===== config.mk =====
export PLATFORM = sky130hd
export DESIGN_NAME = compare_stats_collector_flat
export DESIGN_NICKNAME = d
export VERILOG_FILES = /design/src/rtl/cmp_pkg.sv /design/src/rtl/compare_stats_collector_if.sv /design/src/rtl/compare_stats_collector_sat_counter.sv /design/src/rtl/compare_stats_collector.sv /design/src/flat_wrapper.sv
export SDC_FILE = /design/constraint.sdc
export NUM_CORES = 1
export LEC_CHECK = 0
export ABC_AREA = 1
export BUFFER_PORTS_ARGS = -buffer_cell sky130_fd_sc_hd__buf_2
export CAP_MARGIN = 30
export CORE_ASPECT_RATIO = 0.9
export CORE_MARGIN = 4
export CORE_UTILIZATION = 51
export DETAILED_ROUTE_END_ITERATION = 6
export PLACE_DENSITY = 0.76
export SETUP_SLACK_MARGIN = 0.3
export SLEW_MARGIN = 20
export SYNTH_ARGS = -nofsm -noshare
export SYNTH_HDL_FRONTEND = slang
export SYNTH_SLANG_ARGS = --single-unit

===== constraint.sdc =====
create_clock -name clk -period 2 [get_ports clk]
set_input_delay 0 -clock clk [delete_from_list [all_inputs] [get_ports clk]]
set_output_delay 0 -clock clk [all_outputs]
set_load 0.01 [all_outputs]

===== src/rtl/cmp_pkg.sv =====
// Shared encodings for the magnitude-comparator flag consumer:
// FSM state codes and the one-hot {x,y,z} class codes.
package cmp_pkg;

  typedef enum logic {
    ST_ACCUM  = 1'b0,
    ST_REPORT = 1'b1
  } state_t;

  localparam logic [2:0] FLAG_GT = 3'b100;
  localparam logic [2:0] FLAG_EQ = 3'b010;
  localparam logic [2:0] FLAG_LT = 3'b001;

endpackage


===== src/rtl/compare_stats_collector_if.sv =====
// Sample input and summary output bundle of the compare stats collector.
// master = upstream/downstream environment, slave = the collector.
interface compare_stats_collector_if #(
  parameter int CNT_W = 8
);
  logic             in_valid;
  logic             in_ready;
  logic             x;
  logic             y;
  logic             z;
  logic             out_valid;
  logic             out_ready;
  logic [CNT_W-1:0] gt_cnt;
  logic [CNT_W-1:0] eq_cnt;
  logic [CNT_W-1:0] lt_cnt;
  logic [CNT_W-1:0] err_cnt;
  logic [CNT_W-1:0] max_eq_run;

  modport master (
    output in_valid, x, y, z, out_ready,
    input  in_ready, out_valid, gt_cnt, eq_cnt, lt_cnt, err_cnt, max_eq_run
  );

  modport slave (
    input  in_valid, x, y, z, out_ready,
    output in_ready, out_valid, gt_cnt, eq_cnt, lt_cnt, err_cnt, max_eq_run
  );
endinterface


===== src/rtl/compare_stats_collector_sat_counter.sv =====
// Saturating up-counter with synchronous reset and clear.
// Priority: rst, then clr, then inc; holds at all-ones instead of wrapping.
module sat_counter #(
  parameter int W = 8
) (
  input  logic         clk,
  input  logic         rst,
  input  logic         clr,
  input  logic         inc,
  output logic [W-1:0] q
);
  localparam logic [W-1:0] MAX_VAL = '1;

  logic [W-1:0] q_reg;

  // Count register: clear wins over increment, increment stops at the ceiling
  always_ff @(posedge clk) begin
    if (rst) begin
      q_reg <= '0;
    end else if (clr) begin
      q_reg <= '0;
    end else if (inc && (q_reg != MAX_VAL)) begin
      q_reg <= q_reg + 1'b1;
    end
  end

  assign q = q_reg;
endmodule


===== src/rtl/compare_stats_collector.sv =====
// Collects comparator flag triples over a window of WINDOW accepted samples,
// classifies each as GT/EQ/LT/illegal, tracks the longest EQ run, and
// presents the totals as a summary record under valid/ready.
module compare_stats_collector
  import cmp_pkg::*;
#(
  parameter int WINDOW = 16,
  parameter int CNT_W  = 8
) (
  input logic                      clk,
  input logic                      rst,
  compare_stats_collector_if.slave bus
);
  localparam int               IDX_W    = $clog2(WINDOW + 1);
  localparam logic [IDX_W-1:0] LAST_IDX = IDX_W'(WINDOW - 1);
  localparam logic [CNT_W-1:0] CNT_MAX  = '1;

  state_t           state_reg;
  state_t           state_next;
  logic [IDX_W-1:0] idx_reg;
  logic [CNT_W-1:0] max_eq_run_reg;
  logic [CNT_W-1:0] cur_eq_run;
  logic [CNT_W-1:0] eq_run_inc;
  logic [CNT_W-1:0] gt_q;
  logic [CNT_W-1:0] eq_q;
  logic [CNT_W-1:0] lt_q;
  logic [CNT_W-1:0] err_q;
  logic             in_ready_c;
  logic             out_valid_c;
  logic             accept;
  logic             report_done;
  logic             is_gt;
  logic             is_eq;
  logic             is_lt;
  logic             is_err;
  logic [2:0]       flags;

  assign flags  = {bus.x, bus.y, bus.z};
  assign is_gt  = (flags == FLAG_GT);
  assign is_eq  = (flags == FLAG_EQ);
  assign is_lt  = (flags == FLAG_LT);
  assign is_err = !(is_gt || is_eq || is_lt);

  // in_ready depends only on state, so accept has no combinational loop
  assign accept      = bus.in_valid && (state_reg == ST_ACCUM);
  assign report_done = (state_reg == ST_REPORT) && bus.out_ready;

  // State register
  always_ff @(posedge clk) begin
    if (rst) begin
      state_reg <= ST_ACCUM;
    end else begin
      state_reg <= state_next;
    end
  end

  // Next state and handshake outputs; the last accept of a window moves to REPORT
  always_comb begin
    state_next  = state_reg;
    in_ready_c  = 1'b0;
    out_valid_c = 1'b0;
    case (state_reg)
      ST_ACCUM: begin
        in_ready_c = 1'b1;
        if (accept && (idx_reg == LAST_IDX)) begin
          state_next = ST_REPORT;
        end
      end
      ST_REPORT: begin
        out_valid_c = 1'b1;
        if (bus.out_ready) begin
          state_next = ST_ACCUM;
        end
      end
      default: state_next = ST_ACCUM;
    endcase
  end

  // Sample index within the window; cleared when the report is taken
  always_ff @(posedge clk) begin
    if (rst) begin
      idx_reg <= '0;
    end else if (report_done) begin
      idx_reg <= '0;
    end else if (accept) begin
      idx_reg <= idx_reg + 1'b1;
    end
  end

  sat_counter #(.W(CNT_W)) u_gt_cnt (
    .clk(clk), .rst(rst), .clr(report_done), .inc(accept && is_gt), .q(gt_q)
  );
  sat_counter #(.W(CNT_W)) u_eq_cnt (
    .clk(clk), .rst(rst), .clr(report_done), .inc(accept && is_eq), .q(eq_q)
  );
  sat_counter #(.W(CNT_W)) u_lt_cnt (
    .clk(clk), .rst(rst), .clr(report_done), .inc(accept && is_lt), .q(lt_q)
  );
  sat_counter #(.W(CNT_W)) u_err_cnt (
    .clk(clk), .rst(rst), .clr(report_done), .inc(accept && is_err), .q(err_q)
  );

  // Current EQ run: any accepted non-EQ sample breaks it, idle cycles do not
  sat_counter #(.W(CNT_W)) u_cur_eq_run (
    .clk(clk),
    .rst(rst),
    .clr(report_done || (accept && !is_eq)),
    .inc(accept && is_eq),
    .q(cur_eq_run)
  );

  // Run length including the EQ sample being accepted, saturating
  assign eq_run_inc = (cur_eq_run == CNT_MAX) ? CNT_MAX : (cur_eq_run + 1'b1);

  // Longest EQ run seen in this window
  always_ff @(posedge clk) begin
    if (rst) begin
      max_eq_run_reg <= '0;
    end else if (report_done) begin
      max_eq_run_reg <= '0;
    end else if (accept && is_eq && (eq_run_inc > max_eq_run_reg)) begin
      max_eq_run_reg <= eq_run_inc;
    end
  end

  assign bus.in_ready   = in_ready_c;
  assign bus.out_valid  = out_valid_c;
  assign bus.gt_cnt     = gt_q;
  assign bus.eq_cnt     = eq_q;
  assign bus.lt_cnt     = lt_q;
  assign bus.err_cnt    = err_q;
  assign bus.max_eq_run = max_eq_run_reg;
endmodule


===== src/flat_wrapper.sv =====
// flat-port wrapper written by rule: the top's interface ports become plain ports
module compare_stats_collector_flat import cmp_pkg::*;
#(
  parameter int WINDOW = 16,
  parameter int CNT_W  = 8
)
  (clk, rst, bus_in_valid, bus_x, bus_y, bus_z, bus_out_ready, bus_in_ready, bus_out_valid, bus_gt_cnt, bus_eq_cnt, bus_lt_cnt, bus_err_cnt, bus_max_eq_run);
  compare_stats_collector_if #(.CNT_W(CNT_W)) bus_i ();
  input logic clk;
  input logic rst;
  input wire logic [$bits(bus_i.in_valid)-1:0] bus_in_valid;
  input wire logic [$bits(bus_i.x)-1:0] bus_x;
  input wire logic [$bits(bus_i.y)-1:0] bus_y;
  input wire logic [$bits(bus_i.z)-1:0] bus_z;
  input wire logic [$bits(bus_i.out_ready)-1:0] bus_out_ready;
  output wire logic [$bits(bus_i.in_ready)-1:0] bus_in_ready;
  output wire logic [$bits(bus_i.out_valid)-1:0] bus_out_valid;
  output wire logic [$bits(bus_i.gt_cnt)-1:0] bus_gt_cnt;
  output wire logic [$bits(bus_i.eq_cnt)-1:0] bus_eq_cnt;
  output wire logic [$bits(bus_i.lt_cnt)-1:0] bus_lt_cnt;
  output wire logic [$bits(bus_i.err_cnt)-1:0] bus_err_cnt;
  output wire logic [$bits(bus_i.max_eq_run)-1:0] bus_max_eq_run;
  assign bus_i.in_valid = bus_in_valid;
  assign bus_i.x = bus_x;
  assign bus_i.y = bus_y;
  assign bus_i.z = bus_z;
  assign bus_i.out_ready = bus_out_ready;
  assign bus_in_ready = bus_i.in_ready;
  assign bus_out_valid = bus_i.out_valid;
  assign bus_gt_cnt = bus_i.gt_cnt;
  assign bus_eq_cnt = bus_i.eq_cnt;
  assign bus_lt_cnt = bus_i.lt_cnt;
  assign bus_err_cnt = bus_i.err_cnt;
  assign bus_max_eq_run = bus_i.max_eq_run;
  compare_stats_collector #(.WINDOW(WINDOW), .CNT_W(CNT_W)) u_core (.clk(clk), .rst(rst), .bus(bus_i));
endmodule

==> summary.txt <==
Status
  • Run status: finished, violations left
  • Failing checks: negative setup slack

Die
  • Initial core utilization: 53.5%
  • Total die area: 7350 um^2
  • Core area: 5760 um^2
  • DIE HEIGHT: 81.8 um
  • Rows: 26
  • Die X: 90.0 um
  • Num ports: between 40 and 50

Clock tree
  • Worst-skew pair later-pin latency: 310 ps
  • Clock sink total: 54
  • Clock Tree Root: clkbuf_8
  • Deepest clock path buffer count: 2
  • Clk slew on worst S/H paths: 90 ps
  • Htree depth: 2
  • CTS tree: built
  • Total CTS buffers: 5

STA
  • Crit share post-route: 113%
  • Max-slew headroom: ~72%
  • # setup viols final: 8
  • Total Neg Setup Slack: -1690 ps
  • Post-route worst setup slack: -251 ps
  • Final min period: ~2300 ps
  • Max Fclk: 444 MHz
  • Clock Skew: ~7.5 ps
  • Fin. Hold Viols: 0
  • Final Slew Violations: 0
  • Slew @ Worst Pin: between 400 and 500 ps
  • RSZ-0062 raised after global routing: true

Route
  • Via count: 3142
  • Detailed Route WL: 8110 um
  • DR pass1 iterations: 5
  • 1st-iter DRT viols: ~180
  • Routed Antenna Nets: 0
  • DRC violations left: 0
  • DR vias/cell: 5.25
  • WL/cell: approximately 14 um

Logic synthesis
  • Post-synthesis cell type count: 32
  • Sequential cell area fraction in the yosys report: 35.1%
  • Ys flop type: dfxtp_1
  • Mapped Cells: 442
  • Syn avg cell area: between 6 and 7 um^2
  • Post-synth ARST share: 0%
  • Seq cells post-synth: 54
  • Synthesized Nets: ~460
  • Number of synthesized flops with an enable pin: 0
  • Synth Cell Area: 3080 um^2
  • Synth Warn #: 0

Worst setup path
  • CP Data Arrival Time: roughly 2500 ps
  • Worst r2r dst: u_core.bus.max_eq_run[1]$_SDFFE_PP0P_
  • CP Max Fanout: 8
  • Crit end category: register
  • RR Startpoint: u_core.u_cur_eq_run.q[2]$_SDFFE_PP0P_
  • CP Data Required Time: between 2000 and 2500 ps
  • Startpoint Class: register
  • R2r setup slk: -250 ps
  • Worst Setup Path Type: reg2reg
  • R2R cell count: 12

Global route
  • Total grt overflow: 0
  • Pin count of the biggest net entering global routing: 27
  • Vias in the first global route: 2793
  • All-Layer GR Usage: between 20 and 25%
  • Antenna violations before repair: 0
  • First-pass GRT wire length: around 13000 um

Power and ir drop
  • Final Power: 0.00203 W
  • Lkg Pwr: 1.84 nW
  • Power Density: 505 nW/um^2
  • Max IR drop VDD: 511 uV

Cells and area
  • Most frequent cells in the layout: 104 x nand2_1, 49 x dfxtp_1, 48 x buf_2
  • Commonest non-fill, non-tap cell in the layout: nand2_1
  • Antenna Cells: 0
  • Fillers: about 460
  • Share of cells above drive strength 1: roughly a third
  • Area added between synthesis and finish: 30.6%
  • Final nets: 550

Hold path
  • Worst hold start: rst
  • Hold Path Sink: u_core.u_gt_cnt.q[1]$_SDFFE_PP0P_
  • Worst Hold Class: in2reg
  • Hold Crit Depth: 4

Placement
  • Gpl congestion: about 0.84
  • PortBufs: 48
  • Final HPWL DP: around 5100 um

Run
  • Max-Cap Viols: 0
==> metrics by stage <==
step | cells | utilization, % | hold WS [ps] | worst slack (ps) | area [um^2]
after detailed placement | 570 | 61.5 | 318 | -209 | 3540
after global placement | 570 | 61.5 | 298 | -133 | 3540
final | 599 | 69.9 | 40.3 | -251 | 4030
after floorplan | 442 | - | 156 | 46.5 | 3130
after CTS | 594 | 66.8 | 37.1 | -76.9 | 3850
after global routing | 599 | 69.9 | 53.6 | -363 | 4030
==> per-layer routing <==
metal  wire [um]  up-vias  global-route usage [%]
met1        3600     1448                    27.2
met4         131        0                    4.13
met5           0        -                       0
met3         434       18                    3.66
met2        3950       98                    35.7
li1            -     1578                       -
==> area by class of cell <==
type	instances	area (um^2)	area share, %
well taps	70	87.6	2.18
repair buffers	84	517	12.8
clock inverters	1	5.00	0.124
flip-flops and latches	54	1090	27.1
multi-input cells	329	2010	49.9
inverters	53	221	5.50
clock buffers	7	86.3	2.14
repair inverters	1	8.76	0.218
==> worst max-delay path by stage <==
stage                                                from                                    end  cells past startpoint
finish              u_core.u_cur_eq_run.q[2]$_SDFFE_PP0P_  u_core.bus.max_eq_run[1]$_SDFFE_PP0P_                     12
global route        u_core.u_cur_eq_run.q[2]$_SDFFE_PP0P_  u_core.bus.max_eq_run[0]$_SDFFE_PP0P_                     12
CTS                 u_core.u_cur_eq_run.q[0]$_SDFFE_PP0P_  u_core.bus.max_eq_run[2]$_SDFFE_PP0P_                     14
detailed placement  u_core.u_cur_eq_run.q[4]$_SDFFE_PP0P_  u_core.bus.max_eq_run[3]$_SDFFE_PP0P_                     15
global placement    u_core.u_cur_eq_run.q[1]$_SDFFE_PP0P_  u_core.bus.max_eq_run[3]$_SDFFE_PP0P_                     14
floorplan           u_core.u_cur_eq_run.q[1]$_SDFFE_PP0P_  u_core.bus.max_eq_run[0]$_SDFFE_PP0P_                     15
==> power by group <==
group	leakage (nW)	switching, W	internal [W]
logic	1.35	0.000186	0.0000977
registers	0.440	0.0000199	0.00109
clock network	0.0482	0.000354	0.000280
total	1.84	0.000560	0.00147
==> cells in the mapped netlist, types with 3 or more instances <==
master | count | area [um^2]
nand2_1 | 113 | 424
nor2_1 | 58 | 218
dfxtp_1 | 54 | 1080
a21oi_1 | 46 | 230
inv_1 | 43 | 161
nand3_1 | 23 | 115
ha_1 | 15 | 188
o21ai_0 | 15 | 75.1
xor2_1 | 15 | 131
nand2_2 | 9 | 56.3
xnor2_1 | 7 | 61.3
inv_2 | 5 | 18.8
nor3_1 | 5 | 25.0
nand2_4 | 4 | 45.0
clkbuf_1 | 3 | 11.3
o21ai_1 | 3 | 15.0
==> timing repair <==
action / in CTS / in global routing
gates resized for setup: 25 / 37
gates cloned: 1 / 1
hold buffers: 1 / 0
pin swaps: 9 / 5
setup endpoints to repair: 8 / 13
setup buffers: 14 / 4
hold endpoints to repair: 1 / 0
==> critical path, cell delays in order, from the launching register on <==
cell and delay, ps:
dfxtp_2 380, nand3_1 180, o21ai_0 270, nand2_1 140
nor2_2 160, inv_1 80, ha_4 220, a21oi_2 150
nor2_2 70, nor2_4 140, nand2_4 130, a21oi_2 170
nor2_1 60
==> cell families (layout without fill, tap and decap cells) <==
group,Yosys count,count (layout),share of synthesized area (%)
compound gates,68,68,11.5
xor+xnor,22,22,6.25
fa+ha+maj,15,15,6.09
buf+inv,60,146,8.24
flops,54,54,35.1
simple gates,223,224,32.9
Note: power is estimated with default switching activity, not from simulation.
